## config.mk

```make
export PLATFORM = sky130hd
export DESIGN_NAME = uart_rx_word_asm
export DESIGN_NICKNAME = d
export VERILOG_FILES = /design/src/rtl/uart_pkg.sv /design/src/rtl/uart_rx_timeout.sv /design/src/rtl/uart_rx_word_asm.sv
export SDC_FILE = /design/constraint.sdc
export NUM_CORES = 1
export LEC_CHECK = 0
export BUFFER_PORTS_ARGS = -buffer_cell sky130_fd_sc_hd__buf_2
export CAP_MARGIN = 5
export CELL_PAD_IN_SITES_DETAIL_PLACEMENT = 1
export CELL_PAD_IN_SITES_GLOBAL_PLACEMENT = 2
export CORE_MARGIN = 1.5
export CORE_UTILIZATION = 40
export CTS_CLUSTER_DIAMETER = 40
export DETAILED_ROUTE_END_ITERATION = 12
export PLACE_DENSITY = 0.82
export SYNTH_ARGS = -nofsm -noshare
export SYNTH_HDL_FRONTEND = slang
export SYNTH_HIERARCHICAL = 1
export SYNTH_SLANG_ARGS = --single-unit
```

## constraint.sdc

```tcl
create_clock -name clk -period 3.65 [get_ports clk]
set_clock_uncertainty 0.15 [all_clocks]
set_input_delay 0.5475 -clock clk [delete_from_list [all_inputs] [get_ports clk]]
set_output_delay 0.5475 -clock clk [all_outputs]
set_load 0.02 [all_outputs]
```

## src/rtl/uart_pkg.sv

```systemverilog
// Shared types and constants for the UART RX word assembler.
//   BYTE_W               : width of one UART byte
//   uart_rx_asm_state_t  : assembler FSM states (ST_CHECK is only reachable when the
//                          UART_RX_CHKSUM_EN macro is defined)
package uart_pkg;

  localparam int unsigned BYTE_W = 8;

  typedef enum logic [0:0] {
    ST_COLLECT = 1'b0,
    ST_CHECK   = 1'b1
  } uart_rx_asm_state_t;

endpackage

```

## src/rtl/uart_rx_timeout.sv

```systemverilog
// Inter-byte timeout counter for the UART RX word assembler.
// Ports:
//   clk, rst_n : clock, asynchronous active-low reset
//   clr        : restart the count (a byte was sampled); has priority over expiry
//   run        : count this cycle (partial word pending and not stalled)
//   expired    : 1-cycle pulse when the count reaches TIMEOUT_CYCLES-1 while running
// TIMEOUT_CYCLES = 0 disables expiry entirely.
module uart_rx_timeout #(
  parameter int unsigned TIMEOUT_CYCLES = 1000000
) (
  input  logic clk,
  input  logic rst_n,
  input  logic clr,
  input  logic run,
  output logic expired
);

  localparam bit          Enabled = (TIMEOUT_CYCLES != 0);
  localparam int unsigned CntW    = Enabled ? $clog2(TIMEOUT_CYCLES + 1) : 1;
  localparam logic [CntW-1:0] CntMax = CntW'(Enabled ? TIMEOUT_CYCLES - 1 : 0);

  logic [CntW-1:0] cnt_q, cnt_d;
  logic            at_max;

  assign at_max  = (cnt_q == CntMax);
  assign expired = Enabled && run && !clr && at_max;

  always_comb begin
    cnt_d = cnt_q;
    if (clr) begin
      cnt_d = '0;
    end else if (run) begin
      cnt_d = at_max ? '0 : cnt_q + CntW'(1);
    end
  end

  always_ff @(posedge clk or negedge rst_n) begin
    if (!rst_n) begin
      cnt_q <= '0;
    end else begin
      cnt_q <= cnt_d;
    end
  end

endmodule

```

## src/rtl/uart_rx_word_asm.sv

```systemverilog
// UART RX word assembler: pops BYTES bytes from a first-word-fall-through RX FIFO, packs
// them MSB-first or LSB-first into one word and offers it on a valid/ready handshake.
// A partial word is dropped after TIMEOUT_CYCLES idle cycles (0 disables the timeout).
// Optional feature macro: UART_RX_CHKSUM_EN -- a trailing XOR checksum byte follows each
// payload; a mismatch drops the word and pulses chk_err.
// Ports:
//   clk, rst_n  : clock, asynchronous active-low reset
//   rx_empty    : FIFO empty flag           r_data     : FIFO head byte
//   rd_uart     : FIFO pop strobe (never two cycles in a row)
//   word_data   : last completed word       word_valid : word_data not yet consumed
//   word_ready  : consumer accepts word_data
//   frame_drop  : 1-cycle pulse, partial word dropped by timeout
//   chk_err     : 1-cycle pulse, checksum mismatch (constant 0 without the macro)
module uart_rx_word_asm
  import uart_pkg::*;
#(
  parameter int unsigned BYTES          = 2,
  parameter bit          MSB_FIRST      = 1'b1,
  parameter int unsigned TIMEOUT_CYCLES = 1000000
) (
  input  logic                    clk,
  input  logic                    rst_n,
  input  logic                    rx_empty,
  input  logic [BYTE_W-1:0]       r_data,
  output logic                    rd_uart,
  output logic [BYTE_W*BYTES-1:0] word_data,
  output logic                    word_valid,
  input  logic                    word_ready,
  output logic                    frame_drop,
  output logic                    chk_err
);

  localparam int unsigned WordW = BYTE_W * BYTES;
  localparam int unsigned CntW  = (BYTES > 1) ? $clog2(BYTES) : 1;
  localparam logic [CntW-1:0] LastCnt = CntW'(BYTES - 1);

  uart_rx_asm_state_t state_q, state_d;
  logic [CntW-1:0]    byte_cnt_q, byte_cnt_d;
  logic [WordW-1:0]   shift_q, shift_d;
  logic [WordW-1:0]   word_data_q, word_data_d;
  logic               word_valid_q, word_valid_d;
  logic               rd_uart_q, rd_uart_d;
  logic               frame_drop_q, frame_drop_d;
  logic               chk_err_q, chk_err_d;
`ifdef UART_RX_CHKSUM_EN
  logic [BYTE_W-1:0]  xor_q, xor_d;
`endif

  logic             last_byte;
  logic             completing;
  logic             partial;
  logic             state_ok;
  logic             stall;
  logic             pop_now;
  logic             tmo_run;
  logic             tmo_expired;
  logic [WordW-1:0] asm_word;

  // >= rather than == so a corrupted count still terminates the word.
  assign last_byte = (byte_cnt_q >= LastCnt);

`ifdef UART_RX_CHKSUM_EN
  assign completing = (state_q == ST_CHECK);
  assign partial    = (byte_cnt_q != '0) || (state_q == ST_CHECK);
  assign state_ok   = 1'b1;
`else
  assign completing = (state_q == ST_COLLECT) && last_byte;
  assign partial    = (byte_cnt_q != '0);
  assign state_ok   = (state_q == ST_COLLECT);
`endif

  // Only the pop that would complete a word waits for the consumer.
  assign stall   = completing && word_valid_q && !word_ready;
  // r_data is sampled at the same edge rd_uart rises.
  assign pop_now = !rx_empty && !rd_uart_q && !stall && state_ok;
  assign tmo_run = partial && !stall;

  uart_rx_timeout #(
    .TIMEOUT_CYCLES(TIMEOUT_CYCLES)
  ) u_timeout (
    .clk    (clk),
    .rst_n  (rst_n),
    .clr    (pop_now),
    .run    (tmo_run),
    .expired(tmo_expired)
  );

  // Shift register with the head byte placed in the lane selected by byte_cnt.
  always_comb begin
    asm_word = shift_q;
    for (int unsigned i = 0; i < BYTES; i++) begin
      if (byte_cnt_q == CntW'(i)) begin
        if (MSB_FIRST) begin
          asm_word[WordW-1-BYTE_W*i -: BYTE_W] = r_data;
        end else begin
          asm_word[BYTE_W*i +: BYTE_W] = r_data;
        end
      end
    end
  end

  always_comb begin
    state_d      = state_q;
    byte_cnt_d   = byte_cnt_q;
    shift_d      = shift_q;
    word_data_d  = word_data_q;
    word_valid_d = word_valid_q && !word_ready;
    rd_uart_d    = pop_now;
    frame_drop_d = tmo_expired;
    chk_err_d    = 1'b0;
`ifdef UART_RX_CHKSUM_EN
    xor_d        = xor_q;
`endif
    case (state_q)
      ST_COLLECT: begin
        if (pop_now) begin
          shift_d = asm_word;
`ifdef UART_RX_CHKSUM_EN
          xor_d   = (byte_cnt_q == '0) ? r_data : (xor_q ^ r_data);
`endif
          if (last_byte) begin
            byte_cnt_d = '0;
`ifdef UART_RX_CHKSUM_EN
            state_d = ST_CHECK;
`else
            word_data_d  = asm_word;
            word_valid_d = 1'b1;
`endif
          end else begin
            byte_cnt_d = byte_cnt_q + CntW'(1);
          end
        end else if (tmo_expired) begin
          byte_cnt_d = '0;
        end
      end
`ifdef UART_RX_CHKSUM_EN
      ST_CHECK: begin
        if (pop_now) begin
          state_d = ST_COLLECT;
          if (r_data == xor_q) begin
            word_data_d  = shift_q;
            word_valid_d = 1'b1;
          end else begin
            chk_err_d = 1'b1;
          end
        end else if (tmo_expired) begin
          state_d = ST_COLLECT;
        end
      end
`endif
      default: begin
        state_d    = ST_COLLECT;
        byte_cnt_d = '0;
      end
    endcase
  end

  always_ff @(posedge clk or negedge rst_n) begin
    if (!rst_n) begin
      state_q      <= ST_COLLECT;
      byte_cnt_q   <= '0;
      shift_q      <= '0;
      word_data_q  <= '0;
      word_valid_q <= 1'b0;
      rd_uart_q    <= 1'b0;
      frame_drop_q <= 1'b0;
      chk_err_q    <= 1'b0;
`ifdef UART_RX_CHKSUM_EN
      xor_q        <= '0;
`endif
    end else begin
      state_q      <= state_d;
      byte_cnt_q   <= byte_cnt_d;
      shift_q      <= shift_d;
      word_data_q  <= word_data_d;
      word_valid_q <= word_valid_d;
      rd_uart_q    <= rd_uart_d;
      frame_drop_q <= frame_drop_d;
      chk_err_q    <= chk_err_d;
`ifdef UART_RX_CHKSUM_EN
      xor_q        <= xor_d;
`endif
    end
  end

  assign rd_uart    = rd_uart_q;
  assign word_data  = word_data_q;
  assign word_valid = word_valid_q;
  assign frame_drop = frame_drop_q;
  assign chk_err    = chk_err_q;

endmodule

```

==> reports/results.txt, run 1 <==
The run finished with clean final reports. During I/O placement, the number of pins put on the boundary was 32. The run gives 5 as the number of buffers created by CTS. The part of the total power dissipated in combinational logic was 0.361. The worst-case IR drop observed on VDD is 0.4154 mV. Area growth from synthesis to layout: 14.02%. TritonCTS built the clock tree.

Summed over all cells, the static leakage comes to 1.212 nW. The synthesized flop and latch total is 48, and the compound-cell area share of the yosys netlist is 0.08500. The part of the Yosys area used for sequential elements came out at 0.5198. In the post-synthesis netlist, the biggest area contributors are sky130_fd_sc_hd__dfrtp_1 52%, sky130_fd_sc_hd__mux2_4 7.8%, sky130_fd_sc_hd__mux2_2 6.3%. For the portion of total power attributed to the clock network, the log shows 0.231.

The mux cell area share after synthesis is 0.1500, and the share of the synthesized area in the top cell type is 0.5198. Synthesized net count: 217. The H-tree generated during clock tree synthesis spans 2 levels. For the required arrival time at the worst endpoint, the log shows 3.74 ns. The largest single stage delay on the critical path is 0.42 ns. Adding up every negative setup slack in the final design gives 0 ns. After technology mapping, the gate count stands at 204. Routability-driven placement finished with a final weighted congestion of 0.7445.

The logs give 1201 sq um for the flip-flop and latch area and 6 for the warning count from the yosys run. The library cell occupying the most area in the post-synthesis netlist is sky130_fd_sc_hd__dfrtp_1. Data arrives at the worst endpoint at 2.34 ns.

Worst slew margin relative to its limit: 0.2922. Cell internal power was estimated by the tool at 1.284 mW. The routed wire length is 5052 microns. The die covers 6243 sq um.

The first global-routing pass estimated 8783 microns of wire. The final number of setup-violating endpoints was 0; the net count of the finished layout was 247. The pin count of the biggest net entering global routing is 49, and the die span in y is 79.01 microns. Core utilization of the finished layout: 0.4756. Hold timing on the final database bottoms out at a slack of 0.2818 ns.

The critical path is of the flip-flop to flip-flop type. Setup repair after global routing left no endpoint under its margin. The run gives 0.30 ns as the insertion delay to the later sink of the worst-skew pair. sky130_fd_sc_hd__dfrtp_1 is the most common cell in the netlist. The startpoint of the worst-slack reg-to-reg timing path is u_timeout/cnt_q[0]$_DFFE_PN0P_. For the cell area after layout, the log shows 2635 sq um.

Power spread over the standard cell area amounts to 744.1 nW/um^2. STA classifies the critical path startpoint as a flip-flop. Area share of and/or/nand/nor cells after synthesis: 0.2003. The run gives 0 as the number of pins exceeding their max-slew limit in the final report.

The via count of the first global-routing pass was 1788; the transition time of the tightest slew-check pin was 1.062 ns. The type of the worst min-delay path was primary input to async pin. The number of hold violations in the final report was 0. The critical path goes through ha_1 -> nand4_1 -> or2_1 -> or3_4 -> or4_1 -> nand3_1.

The final clock period utilization by the worst path is 0.6185, and the number of iterations in the first detailed-routing pass is 4. Detailed placement ended at an HPWL of 3556 microns. The adder and majority gate portion of the synthesized area was 0.005414. The worst register-to-register path ends at u_timeout/cnt_q[18]$_DFFE_PN0P_. In this run the remaining antenna-violating nets after routing total 0.

By area, the combinational part of the netlist is dominated by simple AND/OR/NAND/NOR gates. The share of cells above drive strength 1 was 0.3077; the highest achievable clock rate was 442.9 MHz. Counting flops with a built-in enable in the synthesized netlist gives 0. The die boundary width was 79.01 microns.

Yosys mapped the design onto 49 distinct sky130hd cell types. The average size of a mapped cell was 11.33 sq um. For this run, the leading register cell type out of synthesis is sky130_fd_sc_hd__dfrtp_1. Tracing the worst setup path back leads to its startpoint at u_timeout/cnt_q[0]$_DFFE_PN0P_. Fraction of synthesized cell area in xor and xnor cells: 0.003790.

The count of hold-fix buffers inserted at cts was 0. The number of antenna violations at the first check in global routing is 0, and the wire length per cell is 16.51 microns. The clock-pin slew of the registers on the worst-case setup and hold paths came out at 0.09 ns.

The tools report the relative contribution of sequential cells to total power as 0.408. The count of filler cells inserted in the layout came out at 632. Along the worst path, the maximum fanout reaches 6. The floorplan has 27 rows. The detailed router placed 1690 vias in this run. All-layer global routing usage: 0.1812. Cell with the biggest individual delay on the critical path: sky130_fd_sc_hd__dfrtp_1. The tools report the placeable core region as 5540 sq um. For this design the total switching power over the nets is 0.6762 mW.

No sink is reached through more buffers than the 2 on the longest clock path. For the number of design-rule violations left by the first detailed-router iteration, the log shows 62. The worst-case register-to-register setup slack was 1.39 ns; the switching power share of the total was 0.3449. By count the netlist is led by 48 x sky130_fd_sc_hd__dfrtp_1, 19 x sky130_fd_sc_hd__nand2_1, 16 x sky130_fd_sc_hd__nand3_1, 13 x sky130_fd_sc_hd__mux2_2. The post-synthesis async set-or-reset flop share is 1.000, and the number of post-CTS setup repair buffers is 0. After clock tree synthesis, the repair step resized 0 gates. The tree built by TritonCTS fans out to 48 sinks. The most critical setup path has its endpoint at u_timeout/cnt_q[18]$_DFFE_PN0P_. The logs give 299 for the number of cells after detailed placement and 306 for the final standard cell count with taps included and fillers excluded. The number of antenna diodes in the final layout is 0. The initial standard-cell utilization of the core came out at 0.4171. The logs give 0 for the number of maximum-capacitance violations and 0 for the residual DRC count.

For the worst flop-to-flop path, the logic depth is 6. Area used by multi-input combinational logic: 1031 sq um. The tools report the nature of the critical path endpoint as a flip-flop. The number of port buffers was 30; the leftover overflow at the end of global routing was 0. The worst path needs 2.258 ns of the cycle, external delays included. The via density per instance works out to 5.523.

Post-place instance area: 2506 sq um. The tools report the clock root buffer as sky130_fd_sc_hd__clkbuf_8. The synthesized netlist occupies a cell area of 2311 sq um.
per-layer routing:
layer	global-route usage	vias to the layer above	routed length (microns)
li1	-	800	-
met1	0.2402	851	2358
met2	0.2983	31	2458
met3	0.03563	8	164
met4	0.05789	0	70
met5	0	-	0
worst max-delay path, delay by kind of cell (launching register included):
kind                       cells  cell delay (ns)
and+or+nand+nor                5             1.32
DFF                            1             0.42
adders and majority gates      1             0.31
placed cells by master (no fill, tap or decap), types with 4 or more instances in the layout:
cell type,synthesis,layout
sky130_fd_sc_hd__a21oi_1,12,12
sky130_fd_sc_hd__a31oi_1,4,4
sky130_fd_sc_hd__and3_1,5,5
sky130_fd_sc_hd__buf_2,2,30
sky130_fd_sc_hd__clkbuf_8,0,5
sky130_fd_sc_hd__dfrtp_1,48,48
sky130_fd_sc_hd__inv_1,5,5
sky130_fd_sc_hd__mux2_2,13,13
sky130_fd_sc_hd__mux2_4,12,12
sky130_fd_sc_hd__nand2_1,19,19
sky130_fd_sc_hd__nand3_1,16,16
sky130_fd_sc_hd__nand4_1,7,7
sky130_fd_sc_hd__nor2_1,8,8
sky130_fd_sc_hd__or3_1,4,4
metrics by stage:
step                      setup slack [ns]  power (mW)
after floorplan                      1.529       1.313
after global placement               1.249       1.500
after detailed placement             1.168       1.531
after CTS                            1.397       1.989
after global routing                 1.205       2.065
final                                1.392       1.961
power by group through the flow:
stage,Combinational [mW],Clock (mW),Sequential (mW)
floorplan,0.405,0,0.908
global placement,0.699,0,0.801
detailed placement,0.719,0,0.812
CTS,0.720,0.465,0.804
global route,0.766,0.474,0.825
finish,0.709,0.452,0.800
flip-flops by register name (all words and copies together) (netlist names):
signal           flops
u_timeout/cnt_q     20
shift_q              8
byte_cnt_q           1
rd_uart              1
word_valid           1
frame_drop           1
word_data           16
logic make-up after synthesis:
family                     after synthesis
and+or+nand+nor                         81
adders and majority gates                1
other                                    1
buffers and inverters                   14
muxes                                   27
AOI/OAI and AO/OA                       31
DFF                                     48
xor gates and xnor gates                 1
final cells by class:
type                            count  share of cell area
Sequential cell                    48              0.4558
Timing Repair Buffer               32             0.06268
Inverter                            5            0.007122
Multi-Input combinational cell    142              0.3913
Clock buffer                        5             0.02612
Tap cell                           72             0.03419
Clock inverter                      2             0.02279
worst min path at each step:
| stage | start | endpoint | slack (ns) | cells past startpoint |
|---|---|---|---|---|
| after CTS | r_data[4] | word_data[4]$_DFFE_PN0P_ | 0.32 | 2 |
| final | rst_n | word_data[3]$_DFFE_PN0P_ | 0.28 | 1 |
| after detailed placement | word_data[14]$_DFFE_PN0P_ | word_data[14]$_DFFE_PN0P_ | 0.34 | 1 |
| after global placement | shift_q[9]$_DFFE_PN0P_ | word_data[9]$_DFFE_PN0P_ | 0.33 | 1 |
| after global routing | r_data[0] | shift_q[8]$_DFFE_PN0P_ | 0.33 | 2 |
| after floorplan | rst_n | byte_cnt_q$_DFFE_PN0P_ | 0.10 | 0 |
(Power assumes the default switching activity.)
==> run 2: changes to the inputs <==
CORE_UTILIZATION = 37   (was 40)
PLACE_DENSITY = 0.77   (was 0.82)
clock period = 2.2 ns   (was 3.65 ns; I/O delays follow)
==> run 2 against run 1 <==
Net effect: clock power is 51% higher; total power rose by 68%; first-iteration DRC count fell by 31%; design area increased by 4.4%; combinational power grew 82%; critical path depth unchanged; via count grew 2.7%; largest cell class unchanged.
==> reports/results.txt, run 2 (synthesis gave the netlist of run 1 again) <==
The run finished with clean final reports. The required arrival time at the worst endpoint is 2.29 ns (was 3.74 ns), and the met1 global-route usage is 0.2394 (was 0.2402). Number of inserted diodes: 0 (unchanged).

The tools report the vias after detailed routing as 1736 (was 1690). The type of element launching the critical path is a flip-flop (unchanged). The clock period minus worst slack was 2.121 ns (was 2.258 ns); the maximum buffer depth of the clock tree was 2 (unchanged). The insertion delay to the later sink of the worst-skew pair came out at 0.31 ns (was 0.30 ns).

The tools report the post-layout worst setup margin as 0.07892 ns (was 1.392 ns). The clock sink count was 48 (unchanged); the final number of setup-violating endpoints was 0 (unchanged). For the depth of the CTS H-tree, the log shows 2 (unchanged). Type of the worst min-delay path: primary input to flip-flop (was primary input to async pin). The via density per instance works out to 5.408 (was 5.523). The first-pass GRT wire length was 9232 microns (was 8783 microns); the number of buffers created by CTS was 5 (unchanged). The number of pins exceeding their max-slew limit in the final report is 0 (unchanged).

The leading cell type in the layout, fill and taps excluded is sky130_fd_sc_hd__dfrtp_1 (unchanged). List of cells traversed by the critical path: ha_1 -> nand4_1 -> or2_1 -> or3_4 -> or4_1 -> nand3_1 (unchanged). The net count of the finished layout is 258 (was 247), and the highest achievable clock rate is 471.5 MHz (was 442.9 MHz). The tools report the post-place instance area as 2582 sq um (was 2506 sq um).

Setup repair after global routing left no endpoint under its margin. The aggregate negative setup slack was 0 ns (unchanged); the maximum fanout encountered on the critical timing path was 4 (was 6). The die outline area is 6729 sq um (was 6243 sq um). For the number of design-rule violations left by the first detailed-router iteration, the log shows 43 (was 62). Commonest cells after routing, fill and taps aside: 47 x sky130_fd_sc_hd__dfrtp_1, 30 x sky130_fd_sc_hd__buf_2, 19 x sky130_fd_sc_hd__nand2_1, 16 x sky130_fd_sc_hd__nand3_1, 13 x sky130_fd_sc_hd__mux2_2 (was 48 x sky130_fd_sc_hd__dfrtp_1, 30 x sky130_fd_sc_hd__buf_2, 19 x sky130_fd_sc_hd__nand2_1, 16 x sky130_fd_sc_hd__nand3_1, 13 x sky130_fd_sc_hd__mux2_2). The routed wire length is 5551 microns (was 5052 microns), and the final clock period utilization by the worst path is 0.9641 (was 0.6185). The area growth from synthesis to layout was 19.06% (was 14.02%).

Placed wire-length estimate after detailed placement: 3918 microns (was 3556 microns). The tools report the total chip power as 3.290 mW (was 1.961 mW). The remaining number of nets flagged by the antenna check after routing is 0 (unchanged).

TritonCTS built the clock tree. The run gives 2.21 ns (was 2.34 ns) as the signal arrival time at the worst endpoint. The die span in y is 82.03 microns (was 79.01 microns). The delay of the slowest cell on the worst path works out to 0.41 ns (was 0.42 ns). Met3 capacity usage during global routing: 0.03667 (was 0.03563). The run gives 0 (unchanged) as the number of maximum-capacitance violations. Number of iterations in the first detailed-routing pass: 4 (unchanged). Family with the most delay on the worst path: simple AND/OR/NAND/NOR gates (unchanged). The routing usage on met2 was 0.3156 (was 0.2983); the routability congestion estimate was 0.7270 (was 0.7445). The register with the highest flop count was u_timeout/cnt_q (unchanged). For the all-layer global routing usage, the log shows 0.1871 (was 0.1812). The die boundary width was 82.03 microns (was 79.01 microns); the leftover overflow at the end of global routing was 0 (unchanged).

The buffering stage count on the worst path with inverters included was 0 (unchanged). For the static leakage power, the log shows 1.274 nW (was 1.212 nW). The number of port buffers was 30 (unchanged); the pre-CTS setup slack was 0.06270 ns (was 1.168 ns). Type of the worst setup path: flip-flop to flip-flop (unchanged). The number of hold violations in the final report came out at 0 (unchanged). The run gives 0.08 ns (was 1.39 ns) as the worst-case register-to-register setup slack. The clock root buffer was sky130_fd_sc_hd__clkbuf_8 (unchanged).

The initial standard-cell utilization of the core is 0.3858 (was 0.4171), and the cell area after layout is 2751 sq um (was 2635 sq um). The cell with the biggest individual delay on the critical path was sky130_fd_sc_hd__dfrtp_1 (unchanged). Nature of the critical path endpoint: a flip-flop (unchanged). The via count of the first global-routing pass is 1803 (was 1788), and the wire length per cell is 17.29 microns (was 16.51 microns). Placeable core region: 5991 sq um (was 5540 sq um).

The maximum vdd ir drop is 0.7149 mV (was 0.4154 mV), and the flip-flop count of the largest register, all copies and words added is 20 (unchanged). Most used routing layer in global routing: met2 (unchanged). For the number of cell rows, the log shows 28 (was 27). The cell area power density was 1196 nW/um^2 (was 744.1 nW/um^2); the clock-pin slew of the registers on the worst-case setup and hold paths was 0.10 ns (was 0.09 ns). The logs give 0 (unchanged) for the residual DRC count and 0 (unchanged) for the number of antenna violations at the first check in global routing.

The I/O pin count was 32 (unchanged). The share of cells above drive strength 1 is 0.3496 (was 0.3077). For the pin count of the biggest net entering global routing, the log shows 44 (was 49).
==> run 2: cell types whose count changed in the layout (fill, tap and decap cells not counted), sizes merged <==
| cell | previous run | this run |
|---|---|---|
| dlygate4sd3 | 0 | 1 |
| clkbuf | 5 | 6 |
| clkinv | 0 | 1 |
| bufinv | 2 | 1 |
| buf | 32 | 42 |
==> run 2: metal layers <==
metal,up-vias,share of wire
met2,23,0.49
met3,5,0.022
met4,0,0.015
met1,884,0.47
li1,824,-
met5,-,0
==> run 2: area by class of cell <==
cell class,instances,area (sq um)
Fill cell,679,3239
Sequential cell,48,1202
Multi-Input combinational cell,142,1052
Timing Repair Buffer,43,262.8
Tap cell,75,93.84
Clock buffer,6,82.58
Clock inverter,2,38.79
Inverter,5,18.77
==> run 2: power breakdown <==
part	internal (mW)	switching [mW]
registers	1.15	0.166
clock network	0.372	0.312
logic	0.612	0.679
total	2.13	1.16
==> run 2: per-stage QoR <==
| stage | util | hold WS (ns) | instances |
|---|---|---|---|
| 3_5_place_dp | 0.4311 | 0.01710 | 310 |
| 2_1_floorplan | - | -0.1156 | 204 |
| 6_report | 0.4593 | 0.1112 | 321 |
| 5_1_grt | 0.4593 | 0.09811 | 321 |
| 4_1_cts | 0.4530 | 0.1043 | 319 |
| 3_3_place_gp | 0.4311 | 0.01514 | 310 |
==> run 2: path summary, 6_finish.rpt <==
kind                                                     start                         endpoint  cells after the start
worst max-delay path            u_timeout/cnt_q[1]$_DFFE_PN0P_  u_timeout/cnt_q[18]$_DFFE_PN0P_                      6
worst min-delay path                                 r_data[4]         word_data[4]$_DFFE_PN0P_                      2
worst max register to register  u_timeout/cnt_q[1]$_DFFE_PN0P_  u_timeout/cnt_q[18]$_DFFE_PN0P_                      6
worst min register to register        word_data[3]$_DFFE_PN0P_         word_data[3]$_DFFE_PN0P_                      1
max in group asynchronous                                rst_n  u_timeout/cnt_q[10]$_DFFE_PN0P_                      3
min in group asynchronous                                rst_n         word_data[2]$_DFFE_PN0P_                      2
==> run 2: repair_timing <==
| action | in CTS | in global routing |
|---|---|---|
| setup buffers | 0 | 2 |
| hold endpoints to repair | 48 | 0 |
| hold buffers | 1 | 0 |
| setup endpoints to repair | 0 | 5 |
| resized for setup | 0 | 4 |
